--- config.mk ---
export PLATFORM = sky130hd
export DESIGN_NAME = sum_collector_flat
export DESIGN_NICKNAME = d
export VERILOG_FILES = /design/src/rtl/adder_pkg.sv /design/src/rtl/sum_collector_if.sv /design/src/rtl/sum_collector_sync_fifo.sv /design/src/rtl/sum_collector.sv /design/src/flat_wrapper.sv
export SDC_FILE = /design/constraint.sdc
export NUM_CORES = 1
export LEC_CHECK = 0
export CORE_MARGIN = 1.5
export CORE_UTILIZATION = 56
export CTS_CLUSTER_DIAMETER = 100
export DETAILED_ROUTE_END_ITERATION = 8
export PLACE_DENSITY = 0.81
export SYNTH_ARGS = -nofsm -noshare
export SYNTH_HDL_FRONTEND = slang
export SYNTH_SLANG_ARGS = --single-unit
--- constraint.sdc ---
create_clock -name clk -period 3.95 [get_ports clk]
set_input_delay 0.5925 -clock clk [delete_from_list [all_inputs] [get_ports clk]]
set_output_delay 0.5925 -clock clk [all_outputs]
set_load 0.02 [all_outputs]
--- src/rtl/adder_pkg.sv ---
// Shared types and constants for the two-operand adder and its downstream collector.
package adder_pkg;

  localparam int SUM_W   = 5;
  localparam int OP_W    = 4;
  localparam int LATENCY = 2;

  typedef logic [SUM_W-1:0] sum_t;

  // One adder result as seen at the FIFO head.
  typedef struct packed {
    sum_t sum;
    logic valid;
  } result_t;

endpackage

--- src/rtl/sum_collector_if.sv ---
// Stream bundle around the collector: adder-side capture inputs and the
// valid/ready result output. The master side is the environment, the slave side
// is the collector.
interface sum_collector_if;

  logic             en_in;
  adder_pkg::sum_t  sum_in;
  logic             out_ready;
  logic             out_valid;
  adder_pkg::sum_t  out_sum;
  logic             out_carry;

  modport master (
    output en_in,
    output sum_in,
    output out_ready,
    input  out_valid,
    input  out_sum,
    input  out_carry
  );

  modport slave (
    input  en_in,
    input  sum_in,
    input  out_ready,
    output out_valid,
    output out_sum,
    output out_carry
  );

endinterface

--- src/rtl/sum_collector_sync_fifo.sv ---
// Small synchronous FIFO with a combinational head output (zero when empty).
// No overflow/underflow protection: the parent only pushes when there is room
// (or a pop happens on the same edge) and only pops when not empty.
module sync_fifo #(
  parameter int WIDTH = 5,
  parameter int DEPTH = 4
) (
  input  logic                     clk,
  input  logic                     rst,
  input  logic                     push,
  input  logic                     pop,
  input  logic [WIDTH-1:0]         din,
  output logic [WIDTH-1:0]         dout,
  output logic                     full,
  output logic                     empty,
  output logic [$clog2(DEPTH):0]   level
);

  localparam int AW = $clog2(DEPTH);
  localparam int LW = AW + 1;

  logic [WIDTH-1:0] mem_reg [DEPTH];
  logic [AW-1:0]    wr_ptr_reg;
  logic [AW-1:0]    rd_ptr_reg;
  logic [LW-1:0]    count_reg;

  // Storage write; contents need no reset because the count gates visibility.
  always_ff @(posedge clk) begin
    if (push && !rst) begin
      mem_reg[wr_ptr_reg] <= din;
    end
  end

  // Pointers wrap naturally at DEPTH (power of two); count tracks true occupancy.
  always_ff @(posedge clk) begin
    if (rst) begin
      wr_ptr_reg <= '0;
      rd_ptr_reg <= '0;
      count_reg  <= '0;
    end else begin
      if (push) wr_ptr_reg <= wr_ptr_reg + 1'b1;
      if (pop)  rd_ptr_reg <= rd_ptr_reg + 1'b1;
      case ({push, pop})
        2'b10:   count_reg <= count_reg + 1'b1;
        2'b01:   count_reg <= count_reg - 1'b1;
        default: count_reg <= count_reg;
      endcase
    end
  end

  assign empty = (count_reg == '0);
  assign full  = (count_reg == LW'(DEPTH));
  assign level = count_reg;
  assign dout  = empty ? '0 : mem_reg[rd_ptr_reg];

endmodule

--- src/rtl/sum_collector.sv ---
// Downstream stage of the two-operand adder: follows the adder's fixed
// enable-to-sum latency, captures each valid sum into a FIFO, serves it on a
// valid/ready port and keeps running statistics of consumed and dropped sums.
module sum_collector #(
  parameter int LATENCY = adder_pkg::LATENCY,
  parameter int DEPTH   = 4,
  parameter int ACC_W   = 12,
  parameter int CNT_W   = 8
) (
  input  logic                     clk,
  input  logic                     rst,
  sum_collector_if.slave           bus,
  output logic [$clog2(DEPTH):0]   fifo_level,
  output logic [ACC_W-1:0]         acc,
  output logic                     acc_wrap,
  output logic [CNT_W-1:0]         pop_cnt,
  output logic [CNT_W-1:0]         drop_cnt,
  output logic                     drop_err
);

  import adder_pkg::*;

  localparam int LVL_W = $clog2(DEPTH) + 1;

  logic [LATENCY-1:0] vpipe_reg;
  logic [ACC_W-1:0]   acc_reg;
  logic               acc_wrap_reg;
  logic [CNT_W-1:0]   pop_cnt_reg;
  logic [CNT_W-1:0]   drop_cnt_reg;
  logic               drop_err_reg;

  logic               capture;
  logic               pop;
  logic               push;
  logic               drop;
  logic               full;
  logic               empty;
  sum_t               head_sum;
  result_t            head;
  logic [LVL_W-1:0]   level;
  logic [ACC_W:0]     acc_next;

  // Valid pipe mirroring the adder's register stages; a bit leaving the end
  // marks the cycle whose closing edge samples a valid sum.
  always_ff @(posedge clk) begin
    if (rst) begin
      vpipe_reg <= '0;
    end else begin
      vpipe_reg[0] <= bus.en_in;
      for (int i = 1; i < LATENCY; i++) begin
        vpipe_reg[i] <= vpipe_reg[i-1];
      end
    end
  end

  assign capture = vpipe_reg[LATENCY-1];
  assign pop     = head.valid && bus.out_ready;
  // A pop on the same edge frees the slot, so a full FIFO still accepts.
  assign push    = capture && (!full || pop);
  assign drop    = capture && full && !pop;

  sync_fifo #(
    .WIDTH (SUM_W),
    .DEPTH (DEPTH)
  ) u_fifo (
    .clk   (clk),
    .rst   (rst),
    .push  (push),
    .pop   (pop),
    .din   (bus.sum_in),
    .dout  (head_sum),
    .full  (full),
    .empty (empty),
    .level (level)
  );

  // Head entry view; the FIFO already returns zero when empty.
  always_comb begin
    head       = '0;
    head.sum   = head_sum;
    head.valid = !empty;
  end

  assign bus.out_valid = head.valid;
  assign bus.out_sum   = head.sum;
  assign bus.out_carry = head.sum[SUM_W-1];
  assign fifo_level    = level;

  // One extra bit exposes the carry out of the accumulator.
  assign acc_next = {1'b0, acc_reg} + (ACC_W+1)'(head.sum);

  // Statistics on consumed and dropped results.
  always_ff @(posedge clk) begin
    if (rst) begin
      acc_reg      <= '0;
      acc_wrap_reg <= 1'b0;
      pop_cnt_reg  <= '0;
      drop_cnt_reg <= '0;
      drop_err_reg <= 1'b0;
    end else begin
      if (pop) begin
        acc_reg     <= acc_next[ACC_W-1:0];
        pop_cnt_reg <= pop_cnt_reg + CNT_W'(1);
        if (acc_next[ACC_W]) acc_wrap_reg <= 1'b1;
      end
      if (drop) begin
        drop_err_reg <= 1'b1;
        if (drop_cnt_reg != '1) drop_cnt_reg <= drop_cnt_reg + CNT_W'(1);
      end
    end
  end

  assign acc      = acc_reg;
  assign acc_wrap = acc_wrap_reg;
  assign pop_cnt  = pop_cnt_reg;
  assign drop_cnt = drop_cnt_reg;
  assign drop_err = drop_err_reg;

endmodule

--- src/flat_wrapper.sv ---
// flat-port wrapper written by rule: the top's interface ports become plain ports
module sum_collector_flat import adder_pkg::*;
#(
  parameter int LATENCY = adder_pkg::LATENCY,
  parameter int DEPTH   = 4,
  parameter int ACC_W   = 12,
  parameter int CNT_W   = 8
)
  (clk, rst, fifo_level, acc, acc_wrap, pop_cnt, drop_cnt, drop_err, bus_en_in, bus_sum_in, bus_out_ready, bus_out_valid, bus_out_sum, bus_out_carry);
  sum_collector_if bus_i ();
  input  logic clk;
  input  logic rst;
  output logic [$clog2(DEPTH):0] fifo_level;
  output logic [ACC_W-1:0] acc;
  output logic acc_wrap;
  output logic [CNT_W-1:0] pop_cnt;
  output logic [CNT_W-1:0] drop_cnt;
  output logic drop_err;
  input wire logic [$bits(bus_i.en_in)-1:0] bus_en_in;
  input wire logic [$bits(bus_i.sum_in)-1:0] bus_sum_in;
  input wire logic [$bits(bus_i.out_ready)-1:0] bus_out_ready;
  output wire logic [$bits(bus_i.out_valid)-1:0] bus_out_valid;
  output wire logic [$bits(bus_i.out_sum)-1:0] bus_out_sum;
  output wire logic [$bits(bus_i.out_carry)-1:0] bus_out_carry;
  assign bus_i.en_in = bus_en_in;
  assign bus_i.sum_in = bus_sum_in;
  assign bus_i.out_ready = bus_out_ready;
  assign bus_out_valid = bus_i.out_valid;
  assign bus_out_sum = bus_i.out_sum;
  assign bus_out_carry = bus_i.out_carry;
  sum_collector #(.LATENCY(LATENCY), .DEPTH(DEPTH), .ACC_W(ACC_W), .CNT_W(CNT_W)) u_core (.clk(clk), .rst(rst), .bus(bus_i), .fifo_level(fifo_level), .acc(acc), .acc_wrap(acc_wrap), .pop_cnt(pop_cnt), .drop_cnt(drop_cnt), .drop_err(drop_err));
endmodule
==> summary.md, run 1 <==
| Metric | Value |
|---|---|
| CTS tree | yes |
| Post-route antenna net violation count | 0 |
| RSZ-0062 raised after global routing | false |
| Adder-cell share of the synthesized area | under 10% |
| Number of CTS-inserted buffers | 9 |
| N_diodes | 0 |
| Die area | roughly 5300 um2 |
| Syn_nets | roughly 280 |
| Final Setup Violations | 0 |
| Post-CTS Setup Repair Bufs | 0 |
| Cell area power density | about 550 nW/um2 |
| Layout cells sized above 1 | under 10% |
| Hold Vio Cnt, Final | 0 |
| Status | finished clean |
| Count of pins over their slew limit | 0 |
| Max cap viols | 0 |
| Max FFs per register | 20 |
| Critical path class | reg -> reg |
| Top achievable clock speed | 0.3560 GHz |
| Global route total overflow | 0 |
| Die Wd | roughly 73 um |
| Crit-path slowest cell | nor3_1 |
| GR Util All Layers | 21.96% |
| Gpl congestion | about 0.84 |
| Seq cells post-synth | 61 |
| Number of top-level pins | 49 |
| Sequential Area | ~1400 um2 |
| Slew at the pin with the worst max-slew slack | ~0.86 ns |
| Main combinational cell family by area after synthesis | simple AND/OR/NAND/NOR gates |
| Via count | 1,962 |
| Vias in the first global route | around 1,900 |
| CP max FO | 7 |
| Largest net degree at the start of global routing | 42 |
| Crit-path cells | nor3_1, inv_1, nand2_1, inv_1, ha_1, a211oi_1, o21ai_0, nand3_1, xor2_1, nor2_1 |
| Post-Synth Simple-Gate Area | between 15 and 20% |
| Synth Area in Compound Gates | under 10% |
| DRT Wirelength | about 5300 um |
| Most frequent CP cell | inv_1 |
| Clk sinks | between 60 and 70 |
| Max Buffers Root-to-Sink | 2 |
| Commonest non-fill, non-tap cell in the layout | clkdlybuf4s50_1 |
| Mapped Cells | 260 |
| Synth async-reset ratio | 0% |
| Placed cells | around 370 |
| Mux cell area share after synthesis | under 10% |
| First-pass GRT wire length | ~9000 um |
| Initial core utilization | between 50% and 60% |
| CTS H-tree depth | 3 |
| Worst stage delay on the critical path | 0.58 ns |
| Root buf cell | clkbuf_8 |
| Setup crit end kind | flip-flop |
| Mapped cell area | 2738 um2 |
| Number of synthesized flops with an enable pin | 20 |
| Worst path required time | approximately 4.2 ns |
| Vias per inst | between 5 and 6 |
| Die height | 72.92 um |
| Post_cts resized | 0 |
| Iter 0 DRT Violations | 78 |
| Crit path time final | 2.809 ns |
| Crit path arrival time | around 3 ns |
| Area growth syn-to-layout | 26.60% |
| Multi-input logic area | 1216 um2 |
| DP HPWL | roughly 3700 um |
| Nets@finish | between 300 and 400 |
| Setup Skew | 0.006720 ns |
| Type of origin of the critical path | flip-flop |
| Drt wl/cell | between 10 and 15 um |
| Residual DRC count | 0 |
| Clk slew on worst S/H paths | approximately 0.07 ns |
| Setup TNS | 0 ns |
| Final Total Pwr | approximately 1.9 mW |
| First-pass DRT Iterations | 4 |
| FP Rows | 25 |
| Top FF cell, synth | dfxtp_1 |
| Final period utilization | between 70% and 80% |
| Synth Area in XOR/XNOR | about 7% |
| Synth cell types | 42 |
| Core area | approximately 4700 um2 |
| Hold Buf Count CTS | 0 |
| Synth Area per Inst | 10.53 um2 |
| Count of input and output buffers | 48 |
| Leakage | between 1 and 1.5 nW |
| Most frequent cells in the layout | clkdlybuf4s50_1 (48), dfxtp_1 (41), nor2_1 (37), edfxtp_1 (20), nand2_1 (17) |
| Hold WC Path Type | reg -> reg |
| Max IR drop VDD | approximately 0.00025 V |
| Sequential element share of the synthesized area | between 50% and 60% |
| Fillers | approximately 360 |
| Relative slew margins | a little over two fifths |
| Worst-Skew Late Latency | 0.33 ns |
| Initial antenna violation count | 0 |
| Yosys warns | 0 |
| Layout Cells excl Fill | about 380 |
-- path summary, 6_finish.rpt --
path                               endpoint  slack [ns]  cells past startpoint                                 from
max              u_core.acc[5]$_SDFFE_PP0N_        1.14                     10  u_core.u_fifo.level[0]$_SDFFE_PP0P_
min          u_core.vpipe_reg[1]$_SDFF_PP0_        0.44                      1       u_core.vpipe_reg[0]$_SDFF_PP0_
max reg2reg      u_core.acc[5]$_SDFFE_PP0N_        1.14                     10  u_core.u_fifo.level[0]$_SDFFE_PP0P_
min reg2reg  u_core.vpipe_reg[1]$_SDFF_PP0_        0.44                      1       u_core.vpipe_reg[0]$_SDFF_PP0_
-- Yosys cell counts, types with 2 or more instances --
cell type  instances  area share, %
ha_1              11            5.0
mux4_2             4            3.3
nand4_1            2           0.46
nor2b_1           10            2.3
a21oi_1            9            1.6
inv_1             14            1.9
nor3_1             6            1.1
clkbuf_1           8            1.1
o21ai_0            4           0.73
edfxtp_1          20             22
nor2_1            37            5.1
dfxtp_1           41             30
fa_1               2            1.5
xor2_1            16            5.1
o211ai_1           5            1.4
nand3_1           13            2.4
a211oi_1           5            1.4
buf_2              2           0.37
nand2_1           17            2.3
mux2i_1            4            1.5
and2_1             4           0.91
xnor2_1            6            1.9
-- routing by layer --
layer | global-route usage [%] | part of all wire, % | vias up
met2 | 34.25 | 48 | 43
met4 | 9.434 | 1.3 | 0
met3 | 6.630 | 4.0 | 9
met5 | 0 | 0 | -
li1 | - | - | 997
met1 | 28.44 | 46 | 913
-- layout make-up --
class / count / share of cell area [%]
multi-input cells: 174 / 35.09
flip-flops and latches: 61 / 41.01
clock inverters: 3 / 0.4693
inverters: 14 / 1.516
repair buffers: 50 / 14.30
clock buffers: 13 / 5.199
well taps: 67 / 2.419
-- critical path, delay by kind of cell, from the launching register on --
family / cells / cell delay [ns]
simple gates: 4 / 0.95
compound gates: 2 / 0.64
flops: 1 / 0.40
fa+ha+maj: 1 / 0.31
buf+inv: 2 / 0.21
xor+xnor: 1 / 0.17
-- where the power goes --
part | leakage (nW) | internal [mW] | switching, mW
combinational | 0.643 | 0.280 | 0.335
sequential | 0.512 | 0.694 | 0.0626
clock | 0.105 | 0.299 | 0.237
total | 1.26 | 1.27 | 0.634
-- metrics by stage --
stage,worst slack [ns],instance area (um2),hold slack (ns),util (%)
after CTS,1.113,3466,0.4380,73.38
after global routing,0.8296,3466,0.4638,73.38
after detailed placement,1.163,3269,0.4235,69.22
after floorplan,1.276,2738,0.4138,-
after global placement,1.264,3269,0.4256,69.22
final,1.141,3466,0.4407,73.38
-- logic make-up after synthesis --
kind of cell / after synthesis
and+or+nand+nor: 98
AOI/OAI and AO/OA: 33
DFF: 61
muxes: 8
buffers and inverters: 25
xor gates and xnor gates: 22
adders and majority gates: 13
Power figures use the tool's default switching activity.
==> run 2: changes to the inputs <==
CORE_UTILIZATION = 47   (was 56)
PLACE_DENSITY = 0.72   (was 0.81)
clock period = 2.5 ns   (was 3.95 ns; I/O delays follow)
==> summary.md, run 2 (same netlist as run 1, synthesis figures left out) <==
| Metric | Value |
|---|---|
| Drt wl/cell | 13.80 um (was 13.78 um) |
| WL met2 | 2698 um (was 2549 um) |
| Residual DRC count | 0 (unchanged) |
| FP Rows | 27 (was 25) |
| Crit path time final | 2.439 ns (was 2.809 ns) |
| Worst path bufs/invs | 0 (was 2) |
| Clk slew on worst S/H paths | 0.07 ns (about the same) |
| DRT Wirelength | 5549 um (was 5263 um) |
| CTS H-tree depth | 3 (unchanged) |
| Core area | 5574 um2 (was 4723 um2) |
| Final period utilization | 97.56% (was 71.11%) |
| Cell area power density | 887.9 nW/um2 (was 550.2 nW/um2) |
| Commonest non-fill, non-tap cell in the layout | clkdlybuf4s50_1 (unchanged) |
| DP Area | 3358 um2 (was 3269 um2) |
| Number of CTS-inserted buffers | 9 (unchanged) |
| Nets@finish | 347 (was 332) |
| Final Setup Violations | 0 (unchanged) |
| Highest metal used | met4 (unchanged) |
| Initial core utilization | 49.11% (was 57.96%) |
| DP HPWL | 3929 um (was 3677 um) |
| Hold WC Path Type | reg -> reg (unchanged) |
| First-pass GRT wire length | 9135 um (was 8783 um) |
| GR Util All Layers | 19.29% (was 21.96%) |
| Leakage | 1.357 nW (was 1.260 nW) |
| First-pass DRT Iterations | 5 (was 4) |
| Final Total Pwr | 3.223 mW (was 1.907 mW) |
| Most frequent cells in the layout | clkdlybuf4s50_1 (46), dfxtp_1 (39), nor2_1 (37), edfxtp_1 (20) (was clkdlybuf4s50_1 (48), dfxtp_1 (41), nor2_1 (37), edfxtp_1 (20), nand2_1 (17)) |
| Worst stage delay on the critical path | 0.49 ns (was 0.58 ns) |
| Global route total overflow | 0 (unchanged) |
| Critical path class | reg -> reg (unchanged) |
| Design area | 3630 um2 (was 3466 um2) |
| Count of input and output buffers | 48 (unchanged) |
| Vias per inst | 5.104 (was 5.136) |
| Die height | 79.32 um (was 72.92 um) |
| Max cap viols | 0 (unchanged) |
| Max Buffers Root-to-Sink | 2 (unchanged) |
| Worst path required time | 2.71 ns (was 4.16 ns) |
| Type of origin of the critical path | flip-flop (unchanged) |
| CP max FO | 5 (was 7) |
| Number of top-level pins | 49 (unchanged) |
| Max IR drop VDD | 0.0005311 V (was 0.0002510 V) |
| Top achievable clock speed | 0.4100 GHz (was 0.3560 GHz) |
| Crit path arrival time | 2.65 ns (was 3.01 ns) |
| Met1 wire length | 2468 um (was 2432 um) |
| Met3 routed WL | 269 um (was 211 um) |
| Hold Vio Cnt, Final | 0 (unchanged) |
| RSZ-0062 raised after global routing | true (was false) |
| Max FFs per register | 20 (unchanged) |
| CP delay by family, top | compound AO/OA/AOI/OAI gates (was simple AND/OR/NAND/NOR gates) |
| Vias in the first global route | 1,934 (was 1,920) |
| Root buf cell | clkbuf_8 (unchanged) |
| Status | finished clean (unchanged) |
| Initial antenna violation count | 0 (unchanged) |
| Gpl congestion | 0.7938 (was 0.8435) |
| Post-route antenna net violation count | 0 (unchanged) |
| CTS tree | yes (unchanged) |
| Iter 0 DRT Violations | 98 (was 78) |
| Via count | 2,052 (was 1,962) |
| Hold Buf Count CTS | 0 (unchanged) |
| Crit-path slowest cell | mux4_2 (was nor3_1) |
| Slew at the pin with the worst max-slew slack | 0.7174 ns (was 0.8578 ns) |
| Worst-Skew Late Latency | 0.34 ns (was 0.33 ns) |
| Area growth syn-to-layout | 32.59% (was 26.60%) |
| Relative slew margins | 51.57% (was 42.70%) |
| Setup crit end kind | flip-flop (unchanged) |
| Setup Skew | 0.008851 ns (was 0.006720 ns) |
| Die area | 6292 um2 (was 5317 um2) |
| Hold path depth | 1 (unchanged) |
| Die Wd | 79.32 um (was 72.92 um) |
| Final core occ | 65.12% (was 73.38%) |
| N_diodes | 0 (unchanged) |
| Crit-path cells | mux4_2, nor2b_1, ha_1, nor2b_2, o31a_1, o211ai_1, xor2_1, nor2_1 (was nor3_1, inv_1, nand2_1, inv_1, ha_1, a211oi_1, o21ai_0, nand3_1, xor2_1, nor2_1) |
| Count of pins over their slew limit | 0 (unchanged) |
| Clk sinks | 61 (unchanged) |
| Layout cells sized above 1 | 16.06% (was 9.206%) |
| Critical path depth in cells | 8 (was 10) |
| Largest net degree at the start of global routing | 41 (was 42) |
| Fin Hold WS | 0.4388 ns (was 0.4407 ns) |
| R2r worst-path depth | 8 (was 10) |
## run 2: worst paths after layout
path	slack, ns	start	to
worst max-delay path	0.06	flip-flop	u_core.acc[6]$_SDFFE_PP0N_
worst max register to register	0.06	flip-flop	u_core.acc[6]$_SDFFE_PP0N_
worst min register to register	0.44	u_core.vpipe_reg[0]$_SDFF_PP0_	u_core.vpipe_reg[1]$_SDFF_PP0_
worst min-delay path	0.44	u_core.vpipe_reg[0]$_SDFF_PP0_	u_core.vpipe_reg[1]$_SDFF_PP0_
## run 2: where the power goes
| group | switching (mW) | internal, mW | leakage [nW] |
|---|---|---|---|
| clock network | 0.395 | 0.452 | 0.0887 |
| registers | 0.0772 | 1.10 | 0.514 |
| logic | 0.617 | 0.581 | 0.755 |
| total | 1.09 | 2.13 | 1.36 |
## run 2: cell type report
cell class              count  area [um2]
clock buffers               9       123.9
repair buffers             65       613.1
flip-flops and latches     61        1426
inverters                  14       52.55
multi-input cells         174        1257
clock inverters             7       66.31
fillers                   446        1944
well taps                  72       90.09
## run 2: through the flow
step	cells	setup slack, ns	TNS, ns
global route	402	-0.01601	-0.01816
CTS	397	0.004263	0
finish	402	0.06090	0
floorplan	260	0.02293	0
global placement	381	0.04536	0
detailed placement	381	-0.04726	-0.1099
## run 2: routing by layer
layer / vias to the layer above / GRT usage, %
met1: 959 / 23.91
met4: 0 / 10.53
met2: 49 / 31.11
met5: - / 0
li1: 1034 / -
met3: 10 / 4.368
## run 2: what timing repair did
item | in CTS | in global routing
gates resized for setup | 1 | 12
setup buffers | 0 | 5
pin swaps | 0 | 7
endpoints found under the setup margin | 5 | 10
